[src/rtl/frame_launch_ctrl.sv]
// -----------------------------------------------------------------------------
// frame_launch_ctrl
//
// Captures exactly one complete video frame (SOP..EOP) from a free-running
// upstream Avalon-ST stream on a start request and forwards it unmodified to
// the accelerator input. It then waits for the accelerator completion pulse,
// or a timeout, and reports status. If start_flag is held high, the block
// re-arms after every frame (repeat mode).
//
// Ports
//   clock_sink_clk    : clock
//   reset_sink_reset  : asynchronous, active-high reset
//   start_flag        : start level from CSR (pulse = one frame, held = repeat)
//   led_1_flag[2:0]   : per-LED enable mask
//   asi_*             : upstream stream (valid/ready/sop/eop/data)
//   aso_*             : accelerator-side stream (valid/ready/sop/eop/data)
//   acc_done          : single-cycle completion pulse from the accelerator
//   busy              : high in ARM, PASS and WAIT_DONE
//   frame_done        : one-cycle pulse per completed frame (also on timeout)
//   frame_count[15:0] : completed frames, wrapping
//   pixel_count       : beats in the last forwarded frame
//   timeout_err       : sticky, cleared by the next start request
//   led[2:0]          : registered status LEDs
// -----------------------------------------------------------------------------
module frame_launch_ctrl #(
  parameter int DATA_W         = 24,
  parameter int CNT_W          = 24,
  parameter int TIMEOUT_CYCLES = 50000000,
  parameter int REPEAT_HOLD    = 8
) (
  input  logic              clock_sink_clk,
  input  logic              reset_sink_reset,
  input  logic              start_flag,
  input  logic [2:0]        led_1_flag,
  input  logic              asi_valid,
  output logic              asi_ready,
  input  logic              asi_sop,
  input  logic              asi_eop,
  input  logic [DATA_W-1:0] asi_data,
  output logic              aso_valid,
  input  logic              aso_ready,
  output logic              aso_sop,
  output logic              aso_eop,
  output logic [DATA_W-1:0] aso_data,
  input  logic              acc_done,
  output logic              busy,
  output logic              frame_done,
  output logic [15:0]       frame_count,
  output logic [CNT_W-1:0]  pixel_count,
  output logic              timeout_err,
  output logic [2:0]        led
);

  localparam int TO_W = (TIMEOUT_CYCLES > 2) ? $clog2(TIMEOUT_CYCLES) : 1;
  localparam logic [TO_W-1:0] TO_LAST  = TO_W'(TIMEOUT_CYCLES - 1);
  localparam logic [4:0]      HOLD_THR = 5'(REPEAT_HOLD);

  typedef enum logic [1:0] {
    S_IDLE = 2'd0,
    S_ARM  = 2'd1,
    S_PASS = 2'd2,
    S_WAIT = 2'd3
  } state_t;

  function automatic logic [CNT_W-1:0] sat_inc_cnt(input logic [CNT_W-1:0] v);
    return (&v) ? v : v + CNT_W'(1);
  endfunction

  function automatic logic [3:0] sat_inc_hold(input logic [3:0] v);
    return (&v) ? v : v + 4'd1;
  endfunction

  state_t            r_state;
  state_t            w_next_state;
  logic              r_start_q;
  logic              r_pending;
  logic [3:0]        r_hold_cnt;
  logic [CNT_W-1:0]  r_beat_cnt;
  logic [TO_W-1:0]   r_to_cnt;
  logic              r_frame_done;
  logic [15:0]       r_frame_count;
  logic [CNT_W-1:0]  r_pixel_count;
  logic              r_timeout_err;
  logic [2:0]        r_led;

  logic w_rise;
  logic w_repeat;
  logic w_asi_ready;
  logic w_aso_valid;
  logic w_xfer;
  logic w_consume;
  logic w_complete;
  logic w_timeout;
  logic w_arm_clear;

  assign w_rise   = start_flag & ~r_start_q;
  assign w_repeat = ({1'b0, r_hold_cnt} >= HOLD_THR);

  // Start request detection
  always_ff @(posedge clock_sink_clk or posedge reset_sink_reset) begin
    if (reset_sink_reset) begin
      r_start_q  <= 1'b0;
      r_hold_cnt <= 4'd0;
      r_pending  <= 1'b0;
    end else begin
      r_start_q  <= start_flag;
      r_hold_cnt <= start_flag ? sat_inc_hold(r_hold_cnt) : 4'd0;
      // A fresh request arriving in the same cycle one is consumed stays pending.
      if (w_rise)
        r_pending <= 1'b1;
      else if (w_consume)
        r_pending <= 1'b0;
    end
  end

  // FSM state register
  always_ff @(posedge clock_sink_clk or posedge reset_sink_reset) begin
    if (reset_sink_reset)
      r_state <= S_IDLE;
    else
      r_state <= w_next_state;
  end

  // FSM next state and stream steering
  always_comb begin
    w_next_state = r_state;
    w_asi_ready  = 1'b1;
    w_aso_valid  = 1'b0;
    w_consume    = 1'b0;
    w_complete   = 1'b0;
    w_timeout    = 1'b0;
    case (r_state)
      S_IDLE: begin
        if (r_pending) begin
          w_consume    = 1'b1;
          w_next_state = S_ARM;
        end
      end
      S_ARM: begin
        // Only an SOP beat opens the frame; anything else is drained.
        if (asi_valid && asi_sop) begin
          w_aso_valid = 1'b1;
          w_asi_ready = aso_ready;
          if (aso_ready)
            w_next_state = asi_eop ? S_WAIT : S_PASS;
        end
      end
      S_PASS: begin
        w_aso_valid = asi_valid;
        w_asi_ready = aso_ready;
        if (asi_valid && aso_ready && asi_eop)
          w_next_state = S_WAIT;
      end
      S_WAIT: begin
        if (acc_done || (r_to_cnt == TO_LAST)) begin
          w_complete = 1'b1;
          w_timeout  = ~acc_done;
          if (w_repeat || r_pending) begin
            w_consume    = r_pending;
            w_next_state = S_ARM;
          end else begin
            w_next_state = S_IDLE;
          end
        end
      end
      default: w_next_state = S_IDLE;
    endcase
  end

  assign w_xfer      = w_aso_valid & aso_ready;
  assign w_arm_clear = (r_state == S_IDLE) & r_pending;

  // Beat counting and status registers
  always_ff @(posedge clock_sink_clk or posedge reset_sink_reset) begin
    if (reset_sink_reset) begin
      r_beat_cnt    <= '0;
      r_pixel_count <= '0;
      r_to_cnt      <= '0;
      r_frame_done  <= 1'b0;
      r_frame_count <= 16'd0;
      r_timeout_err <= 1'b0;
    end else begin
      if (w_xfer) begin
        if (r_state == S_ARM) begin
          r_beat_cnt <= CNT_W'(1);
          if (asi_eop)
            r_pixel_count <= CNT_W'(1);
        end else begin
          r_beat_cnt <= sat_inc_cnt(r_beat_cnt);
          if (asi_eop)
            r_pixel_count <= sat_inc_cnt(r_beat_cnt);
        end
      end

      r_to_cnt <= (r_state == S_WAIT) ? r_to_cnt + TO_W'(1) : '0;

      r_frame_done <= w_complete;
      if (w_complete)
        r_frame_count <= r_frame_count + 16'd1;

      // A timeout in the same cycle as a new request still latches the error.
      if (w_timeout)
        r_timeout_err <= 1'b1;
      else if (w_rise || w_arm_clear)
        r_timeout_err <= 1'b0;
    end
  end

  // LED register, one cycle behind its sources
  always_ff @(posedge clock_sink_clk or posedge reset_sink_reset) begin
    if (reset_sink_reset)
      r_led <= 3'b000;
    else
      r_led <= {led_1_flag[2] & r_timeout_err,
                led_1_flag[1] & r_frame_count[0],
                led_1_flag[0] & busy};
  end

  assign asi_ready   = w_asi_ready;
  assign aso_valid   = w_aso_valid;
  assign aso_sop     = asi_sop;
  assign aso_eop     = asi_eop;
  assign aso_data    = asi_data;
  assign busy        = (r_state != S_IDLE);
  assign frame_done  = r_frame_done;
  assign frame_count = r_frame_count;
  assign pixel_count = r_pixel_count;
  assign timeout_err = r_timeout_err;
  assign led         = r_led;

endmodule

[config.mk]
export PLATFORM = sky130hd
export DESIGN_NAME = frame_launch_ctrl
export DESIGN_NICKNAME = d
export VERILOG_FILES = /design/src/rtl/frame_launch_ctrl.sv
export SDC_FILE = /design/constraint.sdc
export NUM_CORES = 1
export LEC_CHECK = 0
export CORE_MARGIN = 2
export CORE_UTILIZATION = 40
export DETAILED_ROUTE_END_ITERATION = 16
export GPL_TIMING_DRIVEN = 0
export MAX_ROUTING_LAYER = met4
export PLACE_DENSITY_LB_ADDON = 0.2
export SYNTH_ARGS = -nofsm -noshare
export SYNTH_HDL_FRONTEND = slang
export SYNTH_SLANG_ARGS = --single-unit
export TNS_END_PERCENT = 10
[constraint.sdc]
create_clock -name clock_sink_clk -period 5.7 [get_ports clock_sink_clk]
set_input_delay 0.57 -clock clock_sink_clk [delete_from_list [all_inputs] [get_ports clock_sink_clk]]
set_output_delay 0.57 -clock clock_sink_clk [all_outputs]
set_load 0.02 [all_outputs]
## Word level (Yosys, flattened, before mapping)

Cells that the tools add are included.

| word-level totals | value |
|---|---|
| bits in registers | 103 |

| cells by class | value |
|---|---|
| multiplexer cells | 32 |
| reductions and logical operators | 14 |
| add/sub/neg operators | 4 |
| order comparisons | 1 |
| equality and inequality tests | 10 |
| bitwise logic cells | 8 |

Operators by type and width:

| kind | number |
|---|---|
| 24-bit 2-to-1 mux | 5 |
| 26-bit by 1-bit adder with 26-bit output, second input constant | 1 |
| 26-bit equality test, second input constant | 1 |
| 26-bit 2-to-1 mux | 1 |
| 24-bit by 1-bit adder with 24-bit output, second input constant | 1 |
| 24-bit AND reduction | 1 |
| 16-bit by 1-bit adder with 16-bit output, second input constant | 1 |
| 1-bit 2-to-1 mux | 15 |
| 2-bit inequality test, second input constant | 6 |
| 2-bit 2-to-1 mux | 5 |
| 4-bit 2-to-1 mux | 2 |
| 2-bit one-hot mux with 4 select lines | 1 |
| 1-bit bitwise AND | 6 |
| 1-bit one-hot mux with 2 select lines | 3 |
| 2-bit nonzero test | 3 |
| 5-bit AND reduction | 1 |
| 4-bit by 1-bit adder with 4-bit output, second input constant | 1 |
| 2-bit equality test, second input constant | 2 |
| 4-bit greater-or-equal comparator, second input constant | 1 |
| 4-bit AND reduction | 1 |
| 1-bit logical AND | 3 |
| 1-bit logical OR | 3 |
| 2-bit by 1-bit equality test with 1-bit output, second input constant | 1 |
| 2-bit zero test | 1 |
| other kinds (2) | 3 |

## Depth between registers and ports, before layout

| depth | value |
|---|---|
| depth in word-level cells | 7 |
| depth in mapped cells | 8 |

## Worst setup path before layout

No wires, ideal clock.

| timing path | value |
|---|---|
| path kind | reg2out |
| start | register r_state[1] |
| end | output port asi_ready |
| stages on the path, launching flop included | 7 |
| arrival | 1.782 ns |
| slack | 3.348 ns |
| cells stage by stage | dfrtp_1 -> inv_1 -> ha_1 -> clkbuf_1 -> buf_1 -> a21oi_1 -> o21ai_0 |

| between the ends | value |
|---|---|
| word-level cells in the longest chain between the ends | 2 |

Ends and longest elaborated chain:

| item | line | source |
|---|---|---|
| start: declaration | 73 | `state_t r_state;` |
| start signal: assignment | 121 | `r_state <= w_next_state;` |
| 2-bit equality test / 2-bit by 1-bit equality test with 1-bit output (equally long branches) | 132 | `case (r_state)` |
| 1-bit one-hot mux with 2 select lines (*) | 132 |  |
| end: declaration | 36 | `output logic asi_ready,` |

Every way passes the cells marked *; elsewhere a longest branch is shown, timed or not.

## Worst setup path after layout

Ends and elaborated chain as after synthesis.

==> qor.yml <==
vias_per_cell: 5.45
ys_types: 62
final_common_cell: "dfrtp_1"
outcome: "completed"
seqPwrFrac_pct: 38.8
synth_area_per_cell_um2: 9.66
vias: 4719
grt_pass1_wl_um: 23400
drt_first_pass_iters: 4
rsz0062_at_grt: "no"
synth-async-reset-ratio_pct: 100
setup_viol: 0
path_clk_slew_ns: 0.07
cellPowerDensity_nw_per_um2: 364
place_ws_ns: 2.37
synth_edf_count: 0
cp-start-kind: "register"
total_power_mw: 2.56
grt_pass1_vias: 4688
max_freq_mhz: 273
p_int_mw: 1.60
yosys_warnings: 0
clkPwrFrac_pct: 24.5
fin_crit_sh_pct: 64.3
fill_cells: 1292
cts_tree: "yes"
crit_path_max_fanout: 10
core-area_um2: 13800
die_area_um2: 15100
synth_fp_nets: 630
die_w_um: 123
ys_seq_area_share_pct: 45.5
cp-end-kind: "primary output"
cp_data_required_time_ns: 5.13
num_rows: 43
overflow: 0
final_util_pct: 51.0
port-buffer-count: 84
cts_hold_buf: 0
skew_ns: 0.0113
place.gp.congestion: 0.898
fin_tns_setup_ns: 0
relSlewSlack_pct: 26.8
hold_viol_final: 0
dpl-instance-area_um2: 6760
p_sw_uw: 962
max_cap_violations: 0
clk_latency_ns: 0.36
final_area_um2: 7050
power_frac_comb_pct: 36.8
cts_inserted_buffers: 9
cts_htree_levels: 3
synth_seq_cells: 103
syn_area_um2: 5660
min_period_ns: 3.66
maxSlewViolCount: 0
yosys_most_used_dff: "dfrtp_1"
synth_cells: 586
drive_above_1_share_pct: 8.16
nets: 726
drc_errors: 0
finalNonFillerCells: 866
grt_use_total_pct: 20.5
timing.final.ws_setup_ns: 2.04
grt_max_degree: 55
wirelength_um: 14300
antenna_found_initial: 0
mostFrequentLayoutCells: "dfrtp_1 (103), clkdlybuf4s50_1 (84), nand2_1 (48)"
whs_ns: 0.474
switching_share_pct: 37.5
cts_sinks: 103
peakVddDrop_mv: 0.170
cts_resized: 0
antennaDiodeCount: 0
cp.arrival_ns: 3.09
initial_core_util_pct: 40.9
chipHeight_um: 123
clockRootBuffer: "clkbuf_16"
ant_nets: 0
cts_setup_buffers: 0
ioPinCount: 109
avgRoutedWirePerCell_um: 16.5
hold_path_class: "register to register"
area_growth_pct: 24.5
leakagePower_nw: 2.98
path_class: "register to primary output"
dp.final_hpwl_um: 10100
tightest_slew_ns: 1.09
dp.cells: 851
clockBufferDepth: 2
dr.first_iter.drc_count: 261
==> cells in the mapped netlist (all sizes together), types with 5 or more instances <==
| cell type | n | area share (%) |
|---|---|---|
| buf | 31 | 4.0 |
| nand3 | 31 | 2.7 |
| a21oi | 14 | 1.2 |
| nor2 | 16 | 1.1 |
| and4 | 10 | 1.6 |
| xnor2 | 38 | 5.9 |
| a22o | 12 | 1.9 |
| nor3 | 19 | 1.8 |
| xor2 | 17 | 2.6 |
| dfrtp | 103 | 46 |
| and2 | 33 | 3.6 |
| o31ai | 11 | 1.5 |
| or3 | 10 | 1.1 |
| mux2i | 6 | 1.1 |
| a21o | 9 | 1.2 |
| inv | 21 | 1.4 |
| nand2 | 48 | 3.2 |
| nand4 | 23 | 2.8 |
| clkbuf | 24 | 1.6 |
| o21ai | 24 | 2.1 |
| nor4 | 8 | 1.1 |
| and3 | 19 | 2.1 |
| ha | 9 | 2.0 |
| a31oi | 5 | 0.55 |
| a211oi | 6 | 0.80 |
==> area by class of cell <==
cell class | count | area (µm²) | area share [%]
Inverter | 22 | 85.1 | 1.21
Clock buffer | 9 | 225 | 3.19
Timing Repair Buffer | 85 | 868 | 12.3
Buffer | 55 | 315 | 4.47
Clock inverter | 6 | 67.6 | 0.958
Multi-Input combinational cell | 406 | 2690 | 38.1
Tap cell | 180 | 225 | 3.19
Sequential cell | 103 | 2580 | 36.6
==> power groups by stage <==
stage / combinational [mW] / sequential [mW] / clock, mW
6_report: 0.943 / 0.994 / 0.627
5_1_grt: 1.03 / 1.02 / 0.677
4_1_cts: 0.953 / 0.994 / 0.643
3_5_place_dp: 0.948 / 1.01 / 0
3_3_place_gp: 0.927 / 0.998 / 0
2_1_floorplan: 0.502 / 1.06 / 0
==> worst max-delay path, stage by stage, from the launching register on <==
cell	delay, ns
dfrtp_1	0.42
inv_1	0.10
ha_1	0.29
clkbuf_1	0.43
buf_1	0.57
a21oi_1	0.08
o21ai_0	0.20
clkdlybuf4s50_1	0.64
==> per-layer routing <==
| metal | up-vias | track usage (%) | wire length [µm] |
|---|---|---|---|
| met4 | 0 | 6.32 | 222 |
| li1 | 2255 | - | - |
| met5 | - | - | 0 |
| met3 | 15 | 4.06 | 675 |
| met1 | 2315 | 27.2 | 6610 |
| met2 | 134 | 31.8 | 6810 |
==> cell families after synthesis <==
| family | Yosys count | synth area share, % |
|---|---|---|
| flops | 103 | 45.5 |
| simple gates | 231 | 22.9 |
| compound gates | 104 | 12.7 |
| xor+xnor | 55 | 8.51 |
| fa+ha+maj | 9 | 1.99 |
| mux | 7 | 1.26 |
| buf+inv | 77 | 7.03 |
==> registers in the layout, indices dropped and copies added (netlist names) <==
register	count
frame_count	16
frame_done	1
led	3
pixel_count	24
r_beat_cnt	24
r_hold_cnt	4
r_pending	1
r_start_q	1
r_state	2
r_to_cnt	26
timeout_err	1
==> final timing paths <==
check	from	to	slack, ns	cells past startpoint
max	r_state[1]	asi_ready	2.04	7
min	frame_count[15]	frame_count[15]	0.47	1
max reg2reg	r_beat_cnt[1]	pixel_count[2]	3.15	6
min reg2reg	frame_count[15]	frame_count[15]	0.47	1
max in group asynchronous	reset_sink_reset	r_to_cnt[17]	4.33	3
min in group asynchronous	reset_sink_reset	led[1]	0.67	2
No activity file was read; power rests on OpenSTA's default activity.
